<file path="src/rtl/load_store_unit_pkg.sv">
// Shared constants and helpers for the SiMPLE data-memory master:
// RV32I load/store funct3 encodings, FSM states and request decoding.
package load_store_unit_pkg;

    localparam logic [2:0] F3_B  = 3'b000;
    localparam logic [2:0] F3_H  = 3'b001;
    localparam logic [2:0] F3_W  = 3'b010;
    localparam logic [2:0] F3_BU = 3'b100;
    localparam logic [2:0] F3_HU = 3'b101;

    typedef enum logic [1:0] {
        IDLE   = 2'b00,
        ACCESS = 2'b01,
        DONE   = 2'b10
    } load_store_state_t;

    // Exactly one direction, a funct3 valid for that direction, natural alignment.
    function automatic logic request_legal(input logic is_load, input logic is_store,
                                           input logic [2:0] funct3, input logic [1:0] addr_lo);
        logic f3_ok;
        logic align_ok;
        case (funct3)
            F3_B:    begin f3_ok = 1'b1;    align_ok = 1'b1;               end
            F3_H:    begin f3_ok = 1'b1;    align_ok = ~addr_lo[0];        end
            F3_W:    begin f3_ok = 1'b1;    align_ok = (addr_lo == 2'b00); end
            F3_BU:   begin f3_ok = is_load; align_ok = 1'b1;               end
            F3_HU:   begin f3_ok = is_load; align_ok = ~addr_lo[0];        end
            default: begin f3_ok = 1'b0;    align_ok = 1'b0;               end
        endcase
        return (is_load ^ is_store) & f3_ok & align_ok;
    endfunction

    function automatic logic [3:0] store_strobes(input logic [2:0] funct3, input logic [1:0] addr_lo);
        logic [3:0] strobes;
        case (funct3[1:0])
            2'b00:   strobes = 4'b0001 << addr_lo;
            2'b01:   strobes = addr_lo[1] ? 4'b1100 : 4'b0011;
            default: strobes = 4'b1111;
        endcase
        return strobes;
    endfunction

    // Replicating the low bytes across lanes lets the target pick any strobed lane.
    function automatic logic [31:0] store_lanes(input logic [2:0] funct3, input logic [31:0] data);
        logic [31:0] lanes;
        case (funct3[1:0])
            2'b00:   lanes = {4{data[7:0]}};
            2'b01:   lanes = {2{data[15:0]}};
            default: lanes = data;
        endcase
        return lanes;
    endfunction

endpackage

</file>
<file path="src/rtl/load_store_unit_load_data_aligner.sv">
// Selects the addressed byte/halfword/word from a 32-bit read word and
// sign- or zero-extends it according to the RV32I load funct3.
module load_data_aligner
    import load_store_unit_pkg::*;
(
    input  logic [31:0] read_data,
    input  logic [1:0]  addr_lo,
    input  logic [2:0]  funct3,
    output logic [31:0] result
);

    logic [31:0] shifted_s;

    // Lane select by shifting the addressed byte down to bit 0, then extend.
    always_comb begin
        shifted_s = read_data >> {addr_lo, 3'b000};
        case (funct3)
            F3_B:    result = {{24{shifted_s[7]}}, shifted_s[7:0]};
            F3_H:    result = {{16{shifted_s[15]}}, shifted_s[15:0]};
            F3_W:    result = read_data;
            F3_BU:   result = {24'h000000, shifted_s[7:0]};
            F3_HU:   result = {16'h0000, shifted_s[15:0]};
            default: result = 32'h0000_0000;
        endcase
    end

endmodule

</file>
<file path="src/rtl/load_store_unit.sv">
// Multi-cycle data-memory master: accepts one load/store from execute, runs a
// wait-state bus access, and returns the extended load result for writeback.
module load_store_unit
    import load_store_unit_pkg::*;
#(
    parameter int ADDR_WIDTH = 32,
    parameter int DATA_WIDTH = 32
) (
    input  logic                  clock,
    input  logic                  reset,
    input  logic                  req_load,
    input  logic                  req_store,
    input  logic [2:0]            req_funct3,
    input  logic [ADDR_WIDTH-1:0] req_address,
    input  logic [DATA_WIDTH-1:0] req_store_data,
    output logic                  stall,
    output logic                  done,
    output logic                  error,
    output logic [DATA_WIDTH-1:0] load_data,
    output logic [ADDR_WIDTH-1:0] bus_address,
    output logic                  bus_read_enable,
    output logic                  bus_write_enable,
    output logic [3:0]            bus_byte_enable,
    output logic [DATA_WIDTH-1:0] bus_write_data,
    input  logic [DATA_WIDTH-1:0] bus_read_data,
    input  logic                  bus_ready
);

    load_store_state_t     state_r;
    load_store_state_t     state_next_s;
    logic [1:0]            addr_lo_r;
    logic [2:0]            funct3_r;
    logic                  is_store_r;
    logic                  done_r;
    logic                  error_r;
    logic [DATA_WIDTH-1:0] load_data_r;
    logic [ADDR_WIDTH-1:0] bus_address_r;
    logic                  bus_read_enable_r;
    logic                  bus_write_enable_r;
    logic [3:0]            bus_byte_enable_r;
    logic [DATA_WIDTH-1:0] bus_write_data_r;
    logic                  req_any_s;
    logic                  legal_s;
    logic [31:0]           aligned_s;

    assign req_any_s = req_load | req_store;
    assign legal_s   = request_legal(req_load, req_store, req_funct3, req_address[1:0]);

    load_data_aligner u_aligner (
        .read_data (bus_read_data),
        .addr_lo   (addr_lo_r),
        .funct3    (funct3_r),
        .result    (aligned_s)
    );

    // Next-state: illegal requests skip the bus and report straight away.
    always_comb begin
        state_next_s = state_r;
        case (state_r)
            IDLE: begin
                if (req_any_s) begin
                    state_next_s = legal_s ? ACCESS : DONE;
                end else begin
                    state_next_s = IDLE;
                end
            end
            ACCESS: begin
                if (bus_ready) begin
                    state_next_s = DONE;
                end else begin
                    state_next_s = ACCESS;
                end
            end
            DONE:    state_next_s = IDLE;
            default: state_next_s = IDLE;
        endcase
    end

    // State, request latch, bus drive registers and load result.
    always_ff @(posedge clock) begin
        if (!reset) begin
            state_r            <= IDLE;
            addr_lo_r          <= 2'b00;
            funct3_r           <= 3'b000;
            is_store_r         <= 1'b0;
            done_r             <= 1'b0;
            error_r            <= 1'b0;
            load_data_r        <= {DATA_WIDTH{1'b0}};
            bus_address_r      <= {ADDR_WIDTH{1'b0}};
            bus_read_enable_r  <= 1'b0;
            bus_write_enable_r <= 1'b0;
            bus_byte_enable_r  <= 4'b0000;
            bus_write_data_r   <= {DATA_WIDTH{1'b0}};
        end else begin
            state_r <= state_next_s;
            done_r  <= (state_next_s == DONE);
            error_r <= (state_r == IDLE) && req_any_s && !legal_s;
            case (state_r)
                IDLE: begin
                    if (req_any_s) begin
                        addr_lo_r  <= req_address[1:0];
                        funct3_r   <= req_funct3;
                        is_store_r <= req_store;
                        if (legal_s) begin
                            bus_address_r      <= {req_address[ADDR_WIDTH-1:2], 2'b00};
                            bus_read_enable_r  <= req_load;
                            bus_write_enable_r <= req_store;
                            bus_byte_enable_r  <= req_store ? store_strobes(req_funct3, req_address[1:0])
                                                            : 4'b1111;
                            bus_write_data_r   <= req_store ? store_lanes(req_funct3, req_store_data)
                                                            : {DATA_WIDTH{1'b0}};
                        end
                    end
                end
                ACCESS: begin
                    if (bus_ready) begin
                        bus_address_r      <= {ADDR_WIDTH{1'b0}};
                        bus_read_enable_r  <= 1'b0;
                        bus_write_enable_r <= 1'b0;
                        bus_byte_enable_r  <= 4'b0000;
                        bus_write_data_r   <= {DATA_WIDTH{1'b0}};
                        if (!is_store_r) begin
                            load_data_r <= aligned_s;
                        end
                    end
                end
                DONE: begin
                    is_store_r <= is_store_r;
                end
                default: begin
                    is_store_r <= 1'b0;
                end
            endcase
        end
    end

    // The pipeline stalls from the request cycle itself, so stall cannot wait a cycle.
    assign stall            = (state_r == ACCESS) || ((state_r == IDLE) && req_any_s);
    assign done             = done_r;
    assign error            = error_r;
    assign load_data        = load_data_r;
    assign bus_address      = bus_address_r;
    assign bus_read_enable  = bus_read_enable_r;
    assign bus_write_enable = bus_write_enable_r;
    assign bus_byte_enable  = bus_byte_enable_r;
    assign bus_write_data   = bus_write_data_r;

endmodule

</file>
<file path="config.mk">
export PLATFORM = sky130hd
export DESIGN_NAME = load_store_unit
export DESIGN_NICKNAME = d
export VERILOG_FILES = /design/src/rtl/load_store_unit_pkg.sv /design/src/rtl/load_store_unit_load_data_aligner.sv /design/src/rtl/load_store_unit.sv
export SDC_FILE = /design/constraint.sdc
export NUM_CORES = 1
export LEC_CHECK = 0
export ABC_AREA = 1
export CORE_AREA = 2 2 158 160
export CTS_BUF_LIST = sky130_fd_sc_hd__clkbuf_4
export DETAILED_ROUTE_END_ITERATION = 16
export DIE_AREA = 0 0 160 162
export GPL_TIMING_DRIVEN = 0
export PLACE_DENSITY_LB_ADDON = 0.1
export SYNTH_ARGS = -nofsm -noshare
export SYNTH_HDL_FRONTEND = slang
export SYNTH_SLANG_ARGS = --single-unit
</file>
<file path="constraint.sdc">
create_clock -name clock -period 1.7 [get_ports clock]
set_input_delay 0.255 -clock clock [delete_from_list [all_inputs] [get_ports clock]]
set_output_delay 0.255 -clock clock [all_outputs]
set_load 0.05 [all_outputs]
</file>
==> results by group, run 1 <==
Outcome
  • Status: finished with violations
  • Failing checks: negative setup slack

Clocking
  • CTS Buf Count: 9
  • Clock tree buffer depth: 2
  • Clk root buf: clkbuf_4
  • Worst-path clk slew: 0.20 ns
  • Clock sink count: 110
  • CTS H-tree lvls: 3
  • CTS Hold Bufs: 0
  • Latest clock arrival within the worst-skew pair: 0.52 ns
  • TritonCTS clock tree: built

Floorplanning
  • IO Pins: 209
  • Initial Util: 0.246
  • Row count: 57
  • Die Y: 162 µm
  • Die width: 160 µm
  • Die area: 0.0259 mm²
  • Core Area: 0.0241 mm²

Job
  • Max_cap viols: 0

Worst setup path
  • Worst r2r src: state_r[1]$_SDFF_PN0_
  • Worst EP required: 1.44 ns
  • Most used cell, CP: inv_2
  • Crit path from: state_r[0]$_SDFF_PN0_
  • Crit Path Max Fanout: 4
  • CP cell instances: inv_2 -> ha_4 -> inv_2 -> nor2_4 -> inv_2 -> nand2_4 -> buf_8
  • Worst Setup Start Kind: register
  • CP peak stage delay: 0.38 ns
  • Slowest-stage cell, CP: dfxtp_2
  • CP endpoint kind: primary output
  • Critical Path AT: 1.57 ns
  • WS Path Type: register to primary output

Pwr
  • Leak: 4.28 nW
  • Power, Total: 7.98 mW
  • Worst vdd ir: 0.000382 V
  • Pwr/cell area: 837 mW/mm²

Synthesis
  • Leading area contributor after synthesis: dfxtp_1
  • Mapped Avg Cell Area: 6.09 µm²
  • Unique masters post-synth: 28
  • Share of the synthesized area in the top cell type: 0.371
  • Sequential share of the synthesized area: 0.371
  • Syn Inst Count: 976
  • Top cells by area, synth: dfxtp_1 37%, nand2_1 24%, nand3_1 9.4%
  • Mapped Area: 0.00594 mm²
  • Post-synthesis register bit count: 110
  • Yosys warns: 0

Routing
  • DR WL/cell: 15.3 µm
  • Via count: 6,903
  • Routed WL: 23.9 mm
  • Vias/cell: 4.43
  • Antenna-violating nets left: 0
  • DR iter-0 viols: 266
  • Residual DRC: 0
  • Drt pass-1 iters: 4

Timing
  • Fmax: 547 MHz
  • Final Hold Fails: 0
  • Final-report max-slew violation count: 0
  • Final period demand of the worst path: 1.83 ns
  • Hold Worst Slack: 0.122 ns
  • RSZ-0062 raised after global routing: yes
  • Worst relative slew slack: 0.571
  • Setup ws final: -0.128 ns
  • # setup viols final: 58
  • Worst Tran Pin Value: 0.641 ns
  • Final Skew: 0.0272 ns
  • Crit share post-route: 1.08
  • Setup TNS: -3.59 ns

GRT
  • Initial antenna violation count: 1
  • Vias in the first global route: 6,463
  • Grt total ovfl: 0
  • Total track usage: 0.173
  • First-pass GRT wire length: 35.6 mm
  • Pin count of the biggest net entering global routing: 21

Worst hold path
  • Hold WC Path Type: input pin to register
  • Critical hold path startpoint: req_funct3[1]

Final layout
  • Area grow syn2layout: 60.4%
  • Fin area: 0.00953 mm²
  • Layout fillers: 2,659
  • Register area: 0.00221 mm²
  • Fin nets: 1,333
  • Final core utilization: 0.395
  • Share of cells above drive strength 1: 0.233
  • Area of the multi-input gates: 0.00340 mm²

Place
  • Cell Area, Placed: 0.00841 mm²
  • # port buffers: 204
  • Placer congestion estimate: 0.861
  • DP HPWL: 17.3 mm
[cell families after synthesis]
group / synth area share
AND/OR/NAND/NOR: 0.406
buffers and inverters: 0.121
AO/OA/AOI/OAI: 0.0960
flip-flops: 0.371
adder cells (fa/ha/maj): 0.00632
other: 0.000631
[worst max-delay path, delay by kind of cell, from the launching register on]
family	cells	cell delay [ns]
buf+inv	4	0.33
flops	1	0.38
fa+ha+maj	1	0.16
simple gates	2	0.19
[cells in the final DEF, fill, tap and decap left out, types with 6 or more instances in the layout]
cell / Yosys / layout
nor2_4: 2 / 6
clkdlybuf4s15_2: 0 / 50
inv_2: 4 / 8
buf_8: 0 / 14
nor2_1: 71 / 68
buf_2: 25 / 11
nand2_4: 2 / 8
buf_6: 4 / 10
nand3_1: 112 / 93
a21oi_1: 72 / 53
o211ai_1: 6 / 6
clkbuf_1: 32 / 13
dfxtp_1: 110 / 107
o21ai_0: 29 / 29
nor3_1: 9 / 9
clkbuf_16: 0 / 12
nand4_1: 8 / 8
clkbuf_2: 0 / 49
nand2_1: 373 / 351
clkdlybuf4s15_1: 0 / 12
nand2_2: 4 / 18
a21oi_2: 1 / 20
buf_4: 6 / 22
nand3_2: 0 / 17
inv_1: 94 / 89
clkbuf_4: 0 / 15
clkdlybuf4s50_1: 0 / 101
[metrics by stage]
stage	worst slack, ns	cells
final	-0.128	1557
after global placement	-0.850	1505
after detailed placement	-0.845	1505
after CTS	-0.265	1525
after floorplan	0.0107	977
after global routing	-0.200	1557
[power by group]
group | internal, mW | switching, mW | total [mW]
clock network | 0.487 | 1.06 | 1.55
logic | 1.41 | 2.11 | 3.53
registers | 2.78 | 0.122 | 2.91
total | 4.68 | 3.30 | 7.98
[layer usage]
layer | global-route usage | share of wire | vias up | routed length (µm)
met5 | 0 | 0 | - | 0
met3 | 0.0386 | 0.060 | 20 | 1420
met2 | 0.292 | 0.47 | 198 | 11300
met1 | 0.225 | 0.45 | 3136 | 10800
met4 | 0.0455 | 0.016 | 0 | 388
li1 | - | - | 3549 | -
[sequential cells by signal, summed over array words and instances (netlist names)]
register and cells:
state_r 2, addr_lo_r 2, funct3_r 3, load_data 32, bus_write_enable 1, bus_address 30, done 1, error 1
bus_byte_enable 4, bus_write_data 32, is_store_r 1, bus_read_enable 1
[area by class of cell]
cell class,instances,area share
antenna,2,0.000525
buffer,65,0.0551
clock buffer,9,0.00709
clock inverter,7,0.00958
inverter,100,0.0411
multi-input combinational,700,0.357
sequential,110,0.231
tap,324,0.0425
timing repair buffer,240,0.255
[cell usage after synthesis, drive strengths merged]
cell	number
nand2	379
nand3	112
dfxtp	110
inv	99
nor2	75
a21oi	73
buf	36
clkbuf	32
o21ai	30
nor3	9
nand4	8
o211ai	6
ha	3
a31oi	1
clkinv	1
conb	1
or2	1
[repair_timing]
item / in CTS / in global routing
gates resized for setup: 284 / 212
cloned: 0 / 12
pin swaps: 2 / 23
endpoints found under the setup margin: 199 / 142
setup buffers: 5 / 20
[path summary, 6_finish.rpt]
check | slack (ns) | endpoint | cells past startpoint
setup / recovery | -0.13 | stall | 7
hold / removal | 0.12 | funct3_r[1]$_SDFFE_PN0P_ | 3
setup reg to reg | -0.13 | bus_address[6]$_SDFFE_PN0P_ | 13
hold reg to reg | 0.48 | bus_write_data[1]$_SDFFE_PN0P_ | 2
Power figures use the tool's default switching activity.
==> inputs of run 2 (changes only) <==
--- a/config.mk
+++ b/config.mk
@@ -5,11 +5,11 @@
 export SDC_FILE = /design/constraint.sdc
 export NUM_CORES = 1
 export LEC_CHECK = 0
-export ABC_AREA = 1
-export CORE_AREA = 2 2 158 160
+export CORE_AREA = 2 2 141 143
 export CTS_BUF_LIST = sky130_fd_sc_hd__clkbuf_4
 export DETAILED_ROUTE_END_ITERATION = 16
-export DIE_AREA = 0 0 160 162
+export DIE_AREA = 0 0 143 145
+export GPL_ROUTABILITY_DRIVEN = 0
 export GPL_TIMING_DRIVEN = 0
 export PLACE_DENSITY_LB_ADDON = 0.1
 export SYNTH_ARGS = -nofsm -noshare
==> run 2 against run 1 <==
The run still ends with negative setup slack left. Clock power is 21% lower. Global-route usage is 0.20 points lower. Count of clock-buffer cells in the layout stayed put. Wire length is 25% lower. Worst setup slack worse by 0.12 ns. First-iteration DRC count is 12% lower. Sequential power is 7% lower. Final area is 16% lower. Core utilization is 2.2 points higher. Total power is 27% lower. Largest cell class is now non-clock buffers.
==> results by group, run 2 <==
Timing
  • Hold Worst Slack: 0.0765 ns
  • Setup ws final: -0.250 ns
  • Final Hold Fails: 0
  • Worst Tran Pin Value: 0.954 ns
  • Worst relative slew slack: 0.362
  • Crit share post-route: 1.15
  • Setup TNS: -14.16 ns
  • # setup viols final: 71
  • Fmax: 513 MHz
  • Final Skew: 0.0161 ns
  • Final-report max-slew violation count: 0
  • Final period demand of the worst path: 1.95 ns
  • RSZ-0062 raised after global routing: yes

Synthesis
  • Syn Inst Count: 471
  • Unique masters post-synth: 42
  • Post-synthesis register bit count: 110
  • Share of the synthesized area in the top cell type: 0.469
  • Post-synth EDFFs: 0
  • Mapped Avg Cell Area: 9.97 µm²
  • Prevailing post-synth register cell: dfxtp_1
  • Yosys warns: 0
  • Most common cell in the netlist: dfxtp_1
  • Commonest cells post-synth: 110 x dfxtp_1, 52 x a21oi_1, 36 x a22o_1, 30 x o21ai_0
  • Ys async rst share: 0
  • Sequential share of the synthesized area: 0.469
  • Mapped Area: 0.00470 mm²
  • Leading area contributor after synthesis: dfxtp_1
  • Top cells by area, synth: dfxtp_1 47%, a22o_1 6.7%, a21oi_1 5.5%

Floorplanning
  • Row count: 51
  • Core Area: 0.0192 mm²
  • Die area: 0.0207 mm²
  • IO Pins: 209
  • Initial Util: 0.245
  • Die width: 143 µm
  • Die Y: 145 µm

Outcome
  • Failing checks: negative setup slack
  • Status: finished with violations

Clocking
  • TritonCTS clock tree: built
  • CTS H-tree lvls: 3
  • Worst-path clk slew: 0.17 ns
  • Latest clock arrival within the worst-skew pair: 0.48 ns
  • Clock sink count: 110
  • Clk root buf: clkbuf_4
  • Clock tree buffer depth: 2
  • CTS Buf Count: 9

Worst setup path
  • WS Path Type: register to register
  • Critical Path AT: 2.34 ns
  • Worst EP required: 2.09 ns
  • Worst Setup Start Kind: register
  • Crit Path Max Fanout: 5
  • CP endpoint kind: register

Final layout
  • Fin nets: 821
  • Most common cell after layout, fill and taps aside: dfxtp_1
  • Layout fillers: 1,893
  • Commonest cells after routing, fill and taps aside: 105 x dfxtp_1, 101 x clkdlybuf4s50_1, 49 x a21oi_1, 47 x clkdlybuf4s15_1, 36 x a22o_1
  • Share of cells above drive strength 1: 0.253
  • Area grow syn2layout: 70.6%

Routing
  • Vias/cell: 4.71
  • Routed WL: 17.9 mm
  • DR WL/cell: 18.1 µm
  • Drt pass-1 iters: 4
  • DR iter-0 viols: 234
  • Antenna-violating nets left: 0
  • Residual DRC: 0
  • Via count: 4,655

Place
  • DP HPWL: 12.9 mm
  • # port buffers: 205

GRT
  • Met1 usage: 0.218
  • Grt total ovfl: 0
  • Initial antenna violation count: 2
  • First-pass GRT wire length: 27.6 mm
  • Vias in the first global route: 4,752
  • M3 GR Usage: 0.0482
  • GRT busiest layer: met2
  • Total track usage: 0.171
  • Global Route met2 Usage: 0.283
  • Pin count of the biggest net entering global routing: 19

Pwr
  • Worst vdd ir: 0.000298 V
  • Pwr/cell area: 725 mW/mm²
  • Leak: 3.13 nW

Job
  • Max_cap viols: 0

Worst hold path
  • Hold WC Path Type: input pin to register
[run 2: cell types whose count changed in the layout (fill, tap and decap cells not counted), sizes merged, moves of 9 or more]
cell,change
nor2,-53
a21oi,-21
and2,+19
mux2i,+24
o2bb2ai,+24
dlygate4sd2,+16
clkbuf,-47
nor3,-9
nand2,-359
a22o,+36
inv,-92
nand3,-111
[run 2: area by class of cell]
cell class                 count  area (µm²)  area share
sequential                   110        2210       0.276
tap                          265         332      0.0414
clock inverter                 7        47.5     0.00593
inverter                       9        42.5     0.00531
timing repair buffer         238        2410       0.301
clock buffer                   9        67.6     0.00843
multi-input combinational    311        2550       0.318
buffer                        35         338      0.0422
antenna                        4        10.0     0.00125
[run 2: worst max-delay path, stage by stage (launching register included)]
cell and delay (ns):
dfxtp_2 0.36, inv_2 0.05, ha_4 0.16, nand2b_4 0.13
and3_4 0.17, a311o_2 0.36, buf_12 0.15, buf_16 0.14
buf_8 0.12, a22o_1 0.22
[run 2: path summary, 6_finish.rpt]
check	start	endpoint	slack (ns)	cells past startpoint
setup / recovery	state_r[1]$_SDFF_PN0_	bus_address[11]$_SDFFE_PN0P_	-0.25	9
hold / removal	req_store	bus_write_data[0]$_SDFFE_PN0P_	0.08	2
setup reg to reg	state_r[1]$_SDFF_PN0_	bus_address[11]$_SDFFE_PN0P_	-0.25	9
hold reg to reg	bus_write_data[23]$_SDFFE_PN0P_	bus_write_data[23]$_SDFFE_PN0P_	0.48	1
[run 2: stage by stage]
stage	cell area (µm²)	utilization	setup WS, ns	power [mW]	cells
floorplan	4790	-	-0.0688	3.58	472
global placement	7180	0.374	-0.950	4.18	942
detailed placement	7180	0.374	-0.959	4.19	942
CTS	7970	0.415	-0.232	5.87	982
global route	8010	0.417	-0.293	6.10	988
finish	8010	0.417	-0.250	5.81	988
[run 2: kinds of logic after synthesis]
logic type | count (synthesis) | synth area share
AOI/OAI and AO/OA | 186 | 0.279
adders and majority gates | 3 | 0.00799
buffers and inverters | 51 | 0.0498
DFF | 110 | 0.469
muxes | 40 | 0.109
other | 1 | 0.000798
and+or+nand+nor | 80 | 0.0847
[run 2: timing repair]
action,4_1_cts,5_1_grt
hold buffers,1,0
hold endpoints to repair,1,0
endpoints found under the setup margin,203,165
gates cloned,10,0
setup buffers,17,5
resized for setup,254,105
pin swaps,46,1
[run 2: layer usage]
metal | vias to the layer above | wire length [µm]
li1 | 2270 | -
met1 | 2193 | 7810
met2 | 176 | 8520
met3 | 16 | 1320
met4 | 0 | 225
met5 | - | 0
[run 2: report_power, final]
| group | total, mW | switching, mW | internal [mW] |
|---|---|---|---|
| Sequential | 2.72 | 0.0566 | 2.67 |
| Combinational | 1.85 | 0.931 | 0.922 |
| Clock | 1.23 | 0.928 | 0.305 |
| Total | 5.81 | 1.92 | 3.89 |
==> inputs of run 3 (changes only) <==
--- a/config.mk
+++ b/config.mk
@@ -6,7 +6,7 @@
 export NUM_CORES = 1
 export LEC_CHECK = 0
 export CORE_AREA = 2 2 141 143
-export CTS_BUF_LIST = sky130_fd_sc_hd__clkbuf_4
+export CTS_CLUSTER_DIAMETER = 60
 export DETAILED_ROUTE_END_ITERATION = 16
 export DIE_AREA = 0 0 143 145
 export GPL_ROUTABILITY_DRIVEN = 0
==> run 3 against run 2 <==
The run still ends with negative setup slack left. Sequential power barely moved. Final cell count fell by 1.4%. Count of clock-buffer cells in the layout rose by 1. Die area did not move. Non-clock buffer count fell by 11. Sequential share of layout area rose by 0.088 points. Clock power rose by 68%. Fmax rose by 6.8%. Total power rose by 11%. Critical endpoint is now bus_write_data[30]$_SDFFE_PN0P_. Largest cell class is now multi-input gates. Highest routed layer unchanged.
==> results by group, run 3 (same netlist as run 2, synthesis figures left out) <==
Outcome
  • Status: finished with violations
  • Failing checks: negative setup slack

Floorplanning
  • IO Pins: 209
  • Die Y: 145 µm
  • Die area: 0.0207 mm²
  • Die width: 143 µm
  • Row count: 51
  • Core Area: 0.0192 mm²
  • Initial Util: 0.245

Timing
  • Final period demand of the worst path: 1.83 ns
  • Crit share post-route: 1.07
  • Worst Tran Pin Value: 0.745 ns
  • RSZ-0062 raised after global routing: yes
  • Worst relative slew slack: 0.504
  • Final Hold Fails: 0
  • Hold Worst Slack: 0.189 ns
  • Setup ws final: -0.125 ns
  • Final Skew: 0.00399 ns
  • Final-report max-slew violation count: 0
  • # setup viols final: 65
  • Fmax: 548 MHz

Clocking
  • CTS Hold Bufs: 0
  • Latest clock arrival within the worst-skew pair: 0.36 ns
  • Clock tree buffer depth: 2
  • Clk root buf: clkbuf_16
  • CTS Buf Count: 9
  • Worst-path clk slew: 0.08 ns
  • Clock sink count: 110
  • CTS H-tree lvls: 3
  • TritonCTS clock tree: built

Routing
  • Drt pass-1 iters: 4
  • DR iter-0 viols: 243
  • DR WL/cell: 17.9 µm
  • Via count: 4,590
  • Antenna-violating nets left: 0
  • Residual DRC: 0
  • Routed WL: 17.4 mm
  • Vias/cell: 4.71

GRT
  • Total track usage: 0.166
  • Grt total ovfl: 0
  • Vias in the first global route: 4,623
  • Pin count of the biggest net entering global routing: 19
  • Initial antenna violation count: 1
  • First-pass GRT wire length: 26.8 mm

Final layout
  • Most common cell after layout, fill and taps aside: dlygate4sd2_1
  • Fin nets: 810
  • Fin cells: 974
  • Commonest cells after routing, fill and taps aside: 107 x dlygate4sd2_1, 106 x dfxtp_1, 97 x clkdlybuf4s50_1, 47 x a21oi_1, 36 x a22o_1
  • Area of the multi-input gates: 0.00260 mm²
  • Share of cells above drive strength 1: 0.189
  • Layout fillers: 1,901
  • Area grow syn2layout: 70.0%
  • Register area: 0.00221 mm²

Worst setup path
  • Worst Setup Start Kind: input pin
  • WS Path Type: input pin to register
  • Worst r2r src: state_r[1]$_SDFF_PN0_
  • Flop-to-flop setup slack: -0.12 ns
  • Crit Path Max Fanout: 10
  • Critical Path AT: 2.07 ns
  • Worst EP required: 1.94 ns
  • Reg2reg end: bus_write_data[30]$_SDFFE_PN0P_
  • CP endpoint kind: register
  • Reg2Reg Depth: 9

Pwr
  • Worst vdd ir: 0.000458 V
  • Pwr/cell area: 811 mW/mm²
  • Leak: 3.43 nW
  • Power, Total: 6.47 mW

Worst hold path
  • Hold WC Path Type: input pin to register
  • Critical hold path startpoint: req_store
  • Worst Hold Path EP: bus_write_enable$_SDFFE_PN0P_
  • WHS Path Cells: 2

Place
  • # placed instances: 942
  • # port buffers: 205
  • DP HPWL: 12.9 mm

Job
  • Max_cap viols: 0
[run 3: cell count changes in the layout (fill, tap and decap cells not counted), moves of 7 or more]
cell             change
dlygate4sd2_1       +90
o2bb2ai_2            -8
clkdlybuf4s15_1     -47
clkbuf_2            -24
clkdlybuf4s15_2     -13
buf_6                -7
clkbuf_4             -8
o2bb2ai_1            +8
clkbuf_16            +9
[run 3: per-layer routing]
layer  vias to the layer above  GRT usage  share of wire
met4                         0     0.0450          0.013
li1                       2236          -              -
met1                      2170      0.210           0.44
met2                       171      0.272           0.48
met3                        13     0.0512          0.075
met5                         -          0              0
[run 3: final cells by class]
| type | instances | area share |
|---|---|---|
| multi-input combinational | 311 | 0.326 |
| clock inverter | 6 | 0.00549 |
| tap | 265 | 0.0415 |
| timing repair buffer | 225 | 0.268 |
| clock buffer | 10 | 0.0299 |
| sequential | 110 | 0.277 |
| inverter | 9 | 0.00533 |
| antenna | 1 | 0.000313 |
| buffer | 37 | 0.0465 |
[run 3: timing repair]
action,in CTS,in global routing
setup buffers,10,7
resized for setup,189,56
endpoints found under the setup margin,203,101
gates cloned,3,0
pin swaps,15,4
[run 3: how the worst max path moves through the flow]
stage / startpoint / slack (ns) / to / cells after the start
finish: req_funct3[1] / -0.13 / bus_write_data[30]$_SDFFE_PN0P_ / 9
detailed placement: req_load / -0.96 / stall / 7
floorplan: req_store / -0.07 / bus_write_data[12]$_SDFFE_PN0P_ / 9
CTS: state_r[1]$_SDFF_PN0_ / -0.12 / bus_write_data[30]$_SDFFE_PN0P_ / 9
global placement: req_load / -0.95 / stall / 7
global route: state_r[1]$_SDFF_PN0_ / -0.19 / bus_write_data[24]$_SDFFE_PN0P_ / 9
[run 3: worst max-delay path: stages]
cell	delay [ns]
clkdlybuf4s50_1	0.43
buf_4	0.20
o31ai_4	0.08
o2111ai_4	0.16
a311o_1	0.38
buf_12	0.17
buf_12	0.14
buf_12	0.13
o2bb2ai_1	0.12
[run 3: report_power, final]
part | internal, mW | leakage (nW) | total, mW | switching [mW]
Sequential | 2.66 | 0.892 | 2.71 | 0.0531
Combinational | 0.785 | 2.40 | 1.69 | 0.902
Clock | 1.05 | 0.139 | 2.07 | 1.03
[run 3: per-stage QoR]
stage	util	setup slack (ns)	TNS [ns]	instance area [µm²]
3_3_place_gp	0.374	-0.950	-73.89	7180
5_1_grt	0.416	-0.192	-10.52	7980
6_report	0.416	-0.125	-5.41	7980
2_1_floorplan	-	-0.0688	-3.36	4790
3_5_place_dp	0.374	-0.959	-75.86	7180
4_1_cts	0.403	-0.121	-5.22	7750
